===== config.mk =====
export PLATFORM = sky130hd
export DESIGN_NAME = ve32_seq_ctrl
export DESIGN_NICKNAME = d
export VERILOG_FILES = /design/src/rtl/ve_pkg.sv /design/src/rtl/ve8_mul.sv /design/src/rtl/ve32_seq_ctrl.sv
export SDC_FILE = /design/constraint.sdc
export NUM_CORES = 1
export LEC_CHECK = 0
export CORE_MARGIN = 1.5
export CORE_UTILIZATION = 35
export CTS_CLUSTER_DIAMETER = 150
export DETAILED_ROUTE_END_ITERATION = 8
export SLEW_MARGIN = 20
export SYNTH_ARGS = -nofsm -noshare
export SYNTH_HDL_FRONTEND = slang
export SYNTH_SLANG_ARGS = --single-unit

===== constraint.sdc =====
create_clock -name clk -period 10.72 [get_ports clk]
set_input_delay 2.68 -clock clk [delete_from_list [all_inputs] [get_ports clk]]
set_output_delay 2.68 -clock clk [all_outputs]
set_load 0.01 [all_outputs]

===== src/rtl/ve_pkg.sv =====
// Shared constants, types and the column-ordered partial-product schedule
// for the sequential 32x32 Vedic multiplier.
package ve_pkg;

  localparam int unsigned CW    = 8;
  localparam int unsigned NC    = 4;
  localparam int unsigned W     = CW * NC;
  localparam int unsigned NSTEP = NC * NC;

  typedef logic [3:0] step_t;

  typedef enum logic [1:0] {
    StIdle,
    StBusy,
    StDone
  } state_e;

  typedef struct packed {
    logic [1:0] i;
    logic [1:0] j;
  } pair_t;

  // Vertical-and-crosswise order: column k=i+j ascending, ascending i within a column.
  function automatic pair_t sched(input step_t s);
    pair_t r;
    unique case (s)
      4'd0:  r = '{i: 2'd0, j: 2'd0};
      4'd1:  r = '{i: 2'd0, j: 2'd1};
      4'd2:  r = '{i: 2'd1, j: 2'd0};
      4'd3:  r = '{i: 2'd0, j: 2'd2};
      4'd4:  r = '{i: 2'd1, j: 2'd1};
      4'd5:  r = '{i: 2'd2, j: 2'd0};
      4'd6:  r = '{i: 2'd0, j: 2'd3};
      4'd7:  r = '{i: 2'd1, j: 2'd2};
      4'd8:  r = '{i: 2'd2, j: 2'd1};
      4'd9:  r = '{i: 2'd3, j: 2'd0};
      4'd10: r = '{i: 2'd1, j: 2'd3};
      4'd11: r = '{i: 2'd2, j: 2'd2};
      4'd12: r = '{i: 2'd3, j: 2'd1};
      4'd13: r = '{i: 2'd2, j: 2'd3};
      4'd14: r = '{i: 2'd3, j: 2'd2};
      default: r = '{i: 2'd3, j: 2'd3};
    endcase
    return r;
  endfunction

endpackage


===== src/rtl/ve8_mul.sv =====
// 8x8 unsigned combinational multiplier; the single multiplier shared by all
// sixteen partial-product steps.
module ve8_mul
  import ve_pkg::*;
(
  input  logic [CW-1:0]   x,
  input  logic [CW-1:0]   y,
  output logic [2*CW-1:0] z
);

  assign z = (2*CW)'(x) * (2*CW)'(y);

endmodule


===== src/rtl/ve32_seq_ctrl.sv =====
// Sequential 32x32 multiplier: one 8x8 multiply-accumulate per cycle over sixteen
// byte-chunk partial products, valid/ready on both sides.
module ve32_seq_ctrl
  import ve_pkg::*;
(
  input  logic          clk,
  input  logic          rst_n,
  input  logic          in_valid,
  output logic          in_ready,
  input  logic [W-1:0]  a,
  input  logic [W-1:0]  b,
  output logic          out_valid,
  input  logic          out_ready,
  output logic [2*W-1:0] p,
  output logic          busy
);

  state_e         state_q, state_d;
  step_t          step_q, step_d;
  logic [W-1:0]   a_q, b_q;
  logic [2*W-1:0] acc_q, acc_d;
  logic           load;

  pair_t          cur;
  logic [CW-1:0]  mul_a, mul_b;
  logic [2*CW-1:0] pp;
  logic [2:0]     col;
  logic [5:0]     shamt;
  logic [2*W-1:0] addend;

  assign cur    = sched(step_q);
  assign mul_a  = a_q[CW*cur.i +: CW];
  assign mul_b  = b_q[CW*cur.j +: CW];
  assign col    = 3'(cur.i) + 3'(cur.j);
  assign shamt  = 6'(col) * 6'(CW);
  assign addend = (2*W)'(pp) << shamt;

  ve8_mul u_mul (
    .x (mul_a),
    .y (mul_b),
    .z (pp)
  );

  always_comb begin
    state_d = state_q;
    step_d  = step_q;
    acc_d   = acc_q;
    load    = 1'b0;
    unique case (state_q)
      StIdle: begin
        if (in_valid) begin
          state_d = StBusy;
          step_d  = '0;
          acc_d   = '0;
          load    = 1'b1;
        end
      end
      StBusy: begin
        acc_d  = acc_q + addend;
        step_d = step_q + 4'd1;
        if (step_q == 4'(NSTEP - 1)) state_d = StDone;
      end
      StDone: begin
        if (out_ready) state_d = StIdle;
      end
      default: state_d = StIdle;
    endcase
  end

  always_ff @(posedge clk or negedge rst_n) begin
    if (!rst_n) begin
      state_q <= StIdle;
      step_q  <= '0;
      acc_q   <= '0;
      a_q     <= '0;
      b_q     <= '0;
    end else begin
      state_q <= state_d;
      step_q  <= step_d;
      acc_q   <= acc_d;
      if (load) begin
        a_q <= a;
        b_q <= b;
      end
    end
  end

  assign in_ready  = (state_q == StIdle);
  assign out_valid = (state_q == StDone);
  assign busy      = (state_q != StIdle);
  assign p         = acc_q;

endmodule


== Word-level counts from Yosys, hierarchy flattened ==
Memories as Yosys holds them, arrays and structs flattened.
Index checks and enable logic that the tools add are counted.

* Register bits after elaboration: 134
* ROM bits: 64
* Word-level logic and storage cells: 34
* Input port bits: 68
* Memories kept: 1

{| class="wikitable"
|+ Memories
! memory !! depth !! bits a word !! read ports !! clocked after memory_dff !! wr ports !! line !! RTL
|-
| (no name shown) || 16 || 4 || 1 || 0 || 0 || ve_pkg.sv:26 || <nowiki>unique case (s)</nowiki>
|}

* Shift-type cells: 3
* Muxes and demuxes: 10
* Multiply operators: 1
* Add/subtract/negate cells: 3
* Reductions and logical operators: 5
* Equality and inequality tests: 6

{| class="wikitable"
|+ Operators by type and width
! kind !! count
|-
| one-hot mux 64 bit (2 select lines) || 1
|-
| adder 64 bit || 1
|-
| 2-to-1 mux 64 bit || 1
|-
| indexed part select 32 x 6 -> 8 bit || 2
|-
| left shift 16 x 6 -> 64 bit || 1
|-
| multiplier 8 x 8 -> 16 bit || 1
|-
| one-hot mux 4 bit (2 select lines) || 1
|-
| 2-to-1 mux 2 bit || 3
|-
| one-hot mux 2 bit (3 select lines) || 1
|-
| adder 4 x 1 -> 4 bit (second input constant) || 1
|-
| == test 4 bit (second input constant) || 1
|-
| 2-to-1 mux 4 bit || 1
|-
| != test 2 bit (second input constant) || 2
|-
| nonzero test 2 bit || 2
|-
| adder 2 x 2 -> 3 bit || 1
|-
| AND reduction 3 bit || 1
|-
| == test 2 x 1 -> 1 bit (second input constant) || 1
|-
| == test 2 bit (second input constant) || 1
|-
| logical NOT 2 bit || 1
|-
| 2-to-1 mux 1 bit || 2
|-
| != test 2 x 1 -> 1 bit (second input constant) || 1
|-
| AND reduction 2 bit || 1
|}

== Longest topological paths before layout ==
Gate-level depths: netlist of the first run.
An unclocked memory read counts as a cell.

* Depth after elaboration: 6
* Depth in mapped cells: 41

== Hierarchy ==
Synthesis of the first run repeated with hierarchy kept, for this count alone.

* Cell total of the unflattened synthesis: 1503
* Area total of the unflattened synthesis: 12390.6 sq um

{| class="wikitable"
|+ Modules (own cells, without submodules)
! module !! seq. area each (sq um) !! instances !! cells an instance !! area each (sq um)
|-
| ve32_seq_ctrl || 3353.2 || 1 || 1244 || 10174.8
|-
| ve8_mul || 0.0 || 1 || 259 || 2215.9
|}

== Worst setup path after synthesis of the first run ==
Ideal clock, no wire load.

* Path kind: reg-to-reg
* Start: register step_q[0]
* End: register acc_q[60], in the netlist p[60]
* Buffers on the path: 1
* Required time: 10.582 ns
* Setup slack: 2.003 ns
* Cell stages (with the launch flop): 35
* Arrival: 8.580 ns
* Clock period less this slack: 8.717 ns
* Cells stage by stage: dfrtp_1 inv_1 ha_1 a21oi_1 buf_2 mux2_2 o21ai_1 or2_2 fa_1 fa_1 inv_1 fa_1 inv_1 fa_1 inv_1 ha_1 a21oi_1 o21bai_1 a21oi_1 o21bai_1 a2111oi_0 nor3_1 xnor2_2 o22ai_1 ha_1 inv_1 nor3_2 nand2_1 or3_1 o221a_2 o21ai_2 o211ai_2 a211oi_2 mux2i_1 o311ai_1

* Cells in the longest elaborated chain, start to end: 6
* Elaborated cells on any way between the ends: 8
* Those cells by class: add/sub (2); mul (1); shift (3); mux (1); memory (1)

{| class="wikitable"
|+ Ends and longest elaborated chain
! item !! line !! RTL
|-
| start, declared || ve32_seq_ctrl.sv:19 || <nowiki>step_t step_q, step_d;</nowiki>
|-
| start signal, assigned || ve32_seq_ctrl.sv:79 || <nowiki>step_q <= step_d;</nowiki>
|-
| memory (16 x 4 bit) (*) || -- ||
|-
| indexed part select 32 x 6 -> 8 bit (on tied branches) || ve32_seq_ctrl.sv:32, ve32_seq_ctrl.sv:33 ||
|-
| multiplier 8 x 8 -> 16 bit || ve8_mul.sv:11 || <nowiki>assign z = (2*CW)'(x) * (2*CW)'(y);</nowiki>
|-
| left shift 16 x 6 -> 64 bit (*) || ve32_seq_ctrl.sv:36 || <nowiki>assign addend = (2*W)'(pp) << shamt;</nowiki>
|-
| adder 64 bit (*) || ve32_seq_ctrl.sv:59 || <nowiki>acc_d = acc_q + addend;</nowiki>
|-
| one-hot mux 64 bit (2 select lines) (*) || ve32_seq_ctrl.sv:49 || <nowiki>unique case (state_q)</nowiki>
|-
| end signal, assigned || ve32_seq_ctrl.sv:74 || <nowiki>acc_q <= '0;</nowiki>
|-
| end signal, assigned || ve32_seq_ctrl.sv:80 || <nowiki>acc_q <= acc_d;</nowiki>
|-
| end, declared || ve32_seq_ctrl.sv:21 || <nowiki>logic [2*W-1:0] acc_q, acc_d;</nowiki>
|}

Every way passes the cells marked *; elsewhere a longest branch is shown, timed or not.
A chain may end at the register's enable or synchronous reset.

== Worst setup path after layout of the first run ==
* Start: register step_q[1]
* End: register acc_q[60], in the netlist p[60]

The elaborated chain is that of the path after synthesis.

==> impl_metrics.ini, run 1 <==
[run_status]
outcome = complete, no violations

[synthesis]
synth_most_common_cell = nand2_1
synth_ff_type = dfrtp_1
synthesis.area_per_instance_um2 = 7.97
yosysTopAreaCellShare = 0.281
netlist_top_cells_count = nand2_1 (325), nor2_1 (138), dfrtp_1 (134)
syn_nets = 1707
ys_ff_latch = 134
synthCells = 1495
synth-seq-area-share = 0.281
yosysWarnings = 0
synthArstFlopShare = 1.00
syn_area_mm2 = 0.0119
synth_area_leaders = dfrtp_1 (28%), ha_1 (11%), nand2_1 (10%), fa_1 (6.4%), nor2_1 (4.3%)
synth_top_area_cell = dfrtp_1
synth-edff-count = 0
synthDistinctLibCells = 74

[critical_path]
crit_required_ns = 11.03
crit_path_max_fanout = 15
arrival_ns = 10.24
end_kind = register
crit_path_frequent_cell = inv_1
r2r-end = p[60]
critPathKind = register to register
rrSetupSlack_ns = 0.80
slowest_stage = a21oi_1
crit_path_start_kind = register
r2r_start = step_q[1]
critPathMaxStageDelay_ns = 0.59
reg2reg_depth = 35

[floorplan]
die_h_um = 188
num_io_pins = 135
coreArea_mm2 = 0.0335
rows = 67
initial_core_util = 0.355
die_w_um = 188
die_area_mm2 = 0.0352

[cts]
root_buffer = clkbuf_16
clock_latency_ns = 0.45
cts_buffer_depth = 2
cts_setup_buffers = 0
cts_tree = done
cts_buffers = 17
h-tree-depth = 4
path_clk_slew_ns = 0.07
cts.sinks = 134

[layout]
syn2layout_area_growth_pct = 19.3
nFillCells = 3385
insertedDiodeCount = 0
seqCellArea_mm2 = 0.00335
multi_input_area_mm2 = 0.00804
nNetsFinal = 1804
drive_gt1_frac = 0.0704

[global_route]
antenna_found_initial = 0
globalRouteOverflowTotal = 0
grt_pass1_wl_mm = 56.6
grt_max_degree = 79
grt_pass1_vias = 10700
grt_use_total = 0.202

[hold_path]
hold_path.class = register to register
min_path_cells = 2
hold_start = b_q[0]
min_to = b_q[0]

[drt]
postRouteAntennaNets = 0
drt_iter0_drc = 887
vias = 10800
drt-total-wl_mm = 34.9
via_per_inst = 5.26
post-route-drc-count = 0
detail_route.wl_per_cell_um = 17.0
firstDrtPassIters = 5

[sta]
period_share = 0.926
finalHoldViolCount = 0
finalSetupTns_ns = 0
fin_crit_ns = 9.92
clock.fmax_mhz = 101
setup_viol = 0
rsz0062_at_grt = false
max_slew.worst_pin.slew_ns = 0.936
finalMaxSlewViolations = 0
clock_skew_ns = 0.0132
slew_headroom = 0.372

[placement]
dpl.hpwl_mm = 26.8
routabilityCongestion = 0.920
place.port_buffers = 134

[job]
cap_violations = 0
state kept, by name (all words and copies together) (netlist names):
register	count
p	64
a_q	32
b_q	32
step_q	4
state_q	2
how the worst max path moves through the flow:
stage / start / endpoint / slack [ns] / cells after the start
finish: step_q[1] / p[60] / 0.80 / 35
global placement: step_q[1] / p[60] / 0.83 / 35
detailed placement: step_q[1] / p[60] / 0.62 / 35
global route: step_q[1] / p[62] / 0.09 / 37
floorplan: step_q[0] / p[60] / 2.00 / 34
CTS: step_q[1] / p[60] / 0.59 / 35
placed cells by master, fill, tap and decap left out, types with 21 or more instances in the layout:
master,n
nand2_1,324
nor2_1,137
dfrtp_1,134
clkdlybuf4s50_1,133
ha_1,106
a21oi_1,97
o21ai_0,92
inv_1,73
xnor2_1,38
fa_1,38
xor2_1,29
a21o_1,25
nor2b_1,24
nand3_1,23
mux2i_1,22
o21ai_1,21
what timing repair did:
| item | in CTS | in global routing |
|---|---|---|
| hold buffers | 0 | 0 |
| endpoints found under the setup margin | 0 | 10 |
| gates resized for setup | 0 | 1 |
kinds of logic (layout without fill, tap and decap cells):
group | count (synthesis) | in the layout | synth area share
buffers and inverters | 141 | 251 | 0.0455
XOR/XNOR | 68 | 68 | 0.0506
multiplexers | 38 | 38 | 0.0336
AO/OA/AOI/OAI | 360 | 360 | 0.193
flip-flops | 134 | 134 | 0.281
adder cells (fa/ha/maj) | 144 | 144 | 0.175
AND/OR/NAND/NOR | 610 | 610 | 0.221
per-layer routing:
metal / global-route usage / routed length, um / share of wire / vias up
li1: - / - / - / 5313
met1: 0.283 / 16600 / 0.48 / 5155
met2: 0.317 / 15700 / 0.45 / 281
met3: 0.0303 / 1730 / 0.050 / 46
met4: 0.0677 / 803 / 0.023 / 0
met5: 0 / 0 / 0 / -
final cells by class:
cell class              count  area share
clock buffers              19      0.0312
repair buffers            145       0.100
well taps                 448      0.0394
inverters                  74      0.0195
flip-flops and latches    134       0.236
multi-input cells        1220       0.566
clock inverters            13     0.00775
critical path: cells and delay by family (launching register included):
kind                     cells  cell delay, ns
AO/OA/AOI/OAI               14            3.59
adder cells (fa/ha/maj)      7            3.06
AND/OR/NAND/NOR              6            1.24
multiplexers                 2            0.62
flip-flops                   1            0.48
buffers and inverters        5            0.42
XOR/XNOR                     1            0.37
stage by stage:
| stage | hold WS, ns | std cells | setup WS, ns | utilization | cell area (um^2) |
|---|---|---|---|---|---|
| floorplan | 0.440 | 1495 | 2.00 | - | 11900 |
| global route | 0.502 | 2053 | 0.0946 | 0.424 | 14200 |
| detailed placement | 0.459 | 2021 | 0.623 | 0.407 | 13700 |
| global placement | 0.452 | 2021 | 0.832 | 0.407 | 13700 |
| CTS | 0.475 | 2053 | 0.592 | 0.424 | 14200 |
| finish | 0.471 | 2053 | 0.797 | 0.424 | 14200 |
Power of run 1 is left out: the tool's default activity adds up to more than one toggle a clock period on the data nets, which glitch-free logic cannot reach.
==> run 2: changes to the inputs <==
- CORE_MARGIN: 1.5 -> not set
- SLEW_MARGIN: 20 -> not set
==> impl_metrics.ini, run 2 (synthesized netlist as in run 1, its figures left out) <==
[global_route]
grt_max_degree = 79
globalRouteOverflowTotal = 0
grt_pass1_vias = 10700
antenna_found_initial = 0
grt_pass1_wl_mm = 55.9
grt_use_total = 0.200

[hold_path]
hold_path.class = register to register
hold_start = b_q[11]

[sta]
finalHoldViolCount = 0
clock_skew_ns = 0.0113
hold_ws_ns = 0.471
max_slew.worst_pin.slew_ns = 0.952
clock.fmax_mhz = 101
slew_headroom = 0.365
finalMaxSlewViolations = 0
fin_crit_ns = 9.94
setup_viol = 0
rsz0062_at_grt = false
finalSetupTns_ns = 0
period_share = 0.927

[critical_path]
r2r_start = step_q[1]
end_kind = register
critPathKind = register to register
slowest_stage = a21oi_1
crit_family = compound AO/OA/AOI/OAI gates
crit_required_ns = 11.02
worstSetupStartpoint = step_q[1]
crit_path_max_fanout = 13
critPathMaxStageDelay_ns = 0.62
arrival_ns = 10.23
crit_path_frequent_cell = inv_1
cp.buffers_inverters = 5
crit_path_start_kind = register
rrSetupSlack_ns = 0.78

[run_status]
outcome = complete, no violations

[floorplan]
num_io_pins = 135
rows = 67
die_area_mm2 = 0.0348
die_h_um = 187
coreArea_mm2 = 0.0335
initial_core_util = 0.355
die_w_um = 187

[cts]
path_clk_slew_ns = 0.07
cts_buffer_depth = 2
clock_latency_ns = 0.44
cts_buffers = 17
h-tree-depth = 4
ctsHoldBuffers = 0
cts_setup_buffers = 0
cts_resized = 0
root_buffer = clkbuf_16
cts_tree = done
cts.sinks = 134

[drt]
post-route-drc-count = 0
firstDrtPassIters = 8
postRouteAntennaNets = 0
vias = 10900
drt_iter0_drc = 756
drt-total-wl_mm = 34.6
via_per_inst = 5.31
detail_route.wl_per_cell_um = 16.8

[placement]
routabilityCongestion = 0.928
dpl.hpwl_mm = 26.9
place.port_buffers = 134

[layout]
largest_reg_flops = 64
syn2layout_area_growth_pct = 19.8
layout_common_cells = nand2_1 (324), nor2_1 (137), dfrtp_1 (134)
drive_gt1_frac = 0.0721
nNetsFinal = 1807
final_common_cell = nand2_1
insertedDiodeCount = 0

[job]
cap_violations = 0
[run 2: cell types whose count changed in the layout (fill, tap and decap cells not counted), sizes merged]
cell / previous run / this run
buf: 12 / 15
bufinv: 0 / 2
clkbuf: 19 / 18
clkinv: 4 / 5
clkinvlp: 2 / 1
inv: 81 / 80
[run 2: worst register-to-register path, delay by kind of cell, from the launching register on]
| kind | cells | cell delay, ns |
|---|---|---|
| xor+xnor | 1 | 0.38 |
| simple gates | 6 | 1.16 |
| buf+inv | 5 | 0.44 |
| mux | 2 | 0.61 |
| compound gates | 15 | 3.73 |
| fa+ha+maj | 7 | 2.98 |
| flops | 1 | 0.47 |
[run 2: path summary, 6_finish.rpt]
path | to | cells after the start
setup reg to reg | p[60] | 36
min in group asynchronous | p[45] | 1
hold reg to reg | b_q[11] | 2
setup / recovery | p[60] | 36
hold / removal | b_q[11] | 2
max in group asynchronous | p[1] | 2
[run 2: layout make-up]
class                      count  area [um^2]
timing repair buffer         148         1450
sequential                   134         3350
inverter                      74          278
fill                        3446        19300
clock inverter                14          163
multi-input combinational   1220         8040
clock buffer                  18          429
tap                          448          561
[run 2: through the flow]
step                      instance area, um^2  cells   util  worst slack (ns)
after global placement                  13700   2024  0.408             0.957
final                                   14300   2056  0.426             0.784
after CTS                               14300   2056  0.425             0.718
after floorplan                         11900   1495      -              2.00
after detailed placement                13700   2024  0.408             0.743
after global routing                    14300   2056  0.426             0.125
[run 2: routing by layer]
layer / up-vias / track usage / share of wire
li1: 5331 / - / -
met1: 5247 / 0.276 / 0.47
met2: 292 / 0.316 / 0.45
met3: 57 / 0.0320 / 0.052
met4: 0 / 0.0706 / 0.025
met5: - / 0 / 0
Power of run 2 is left out for the same reason.
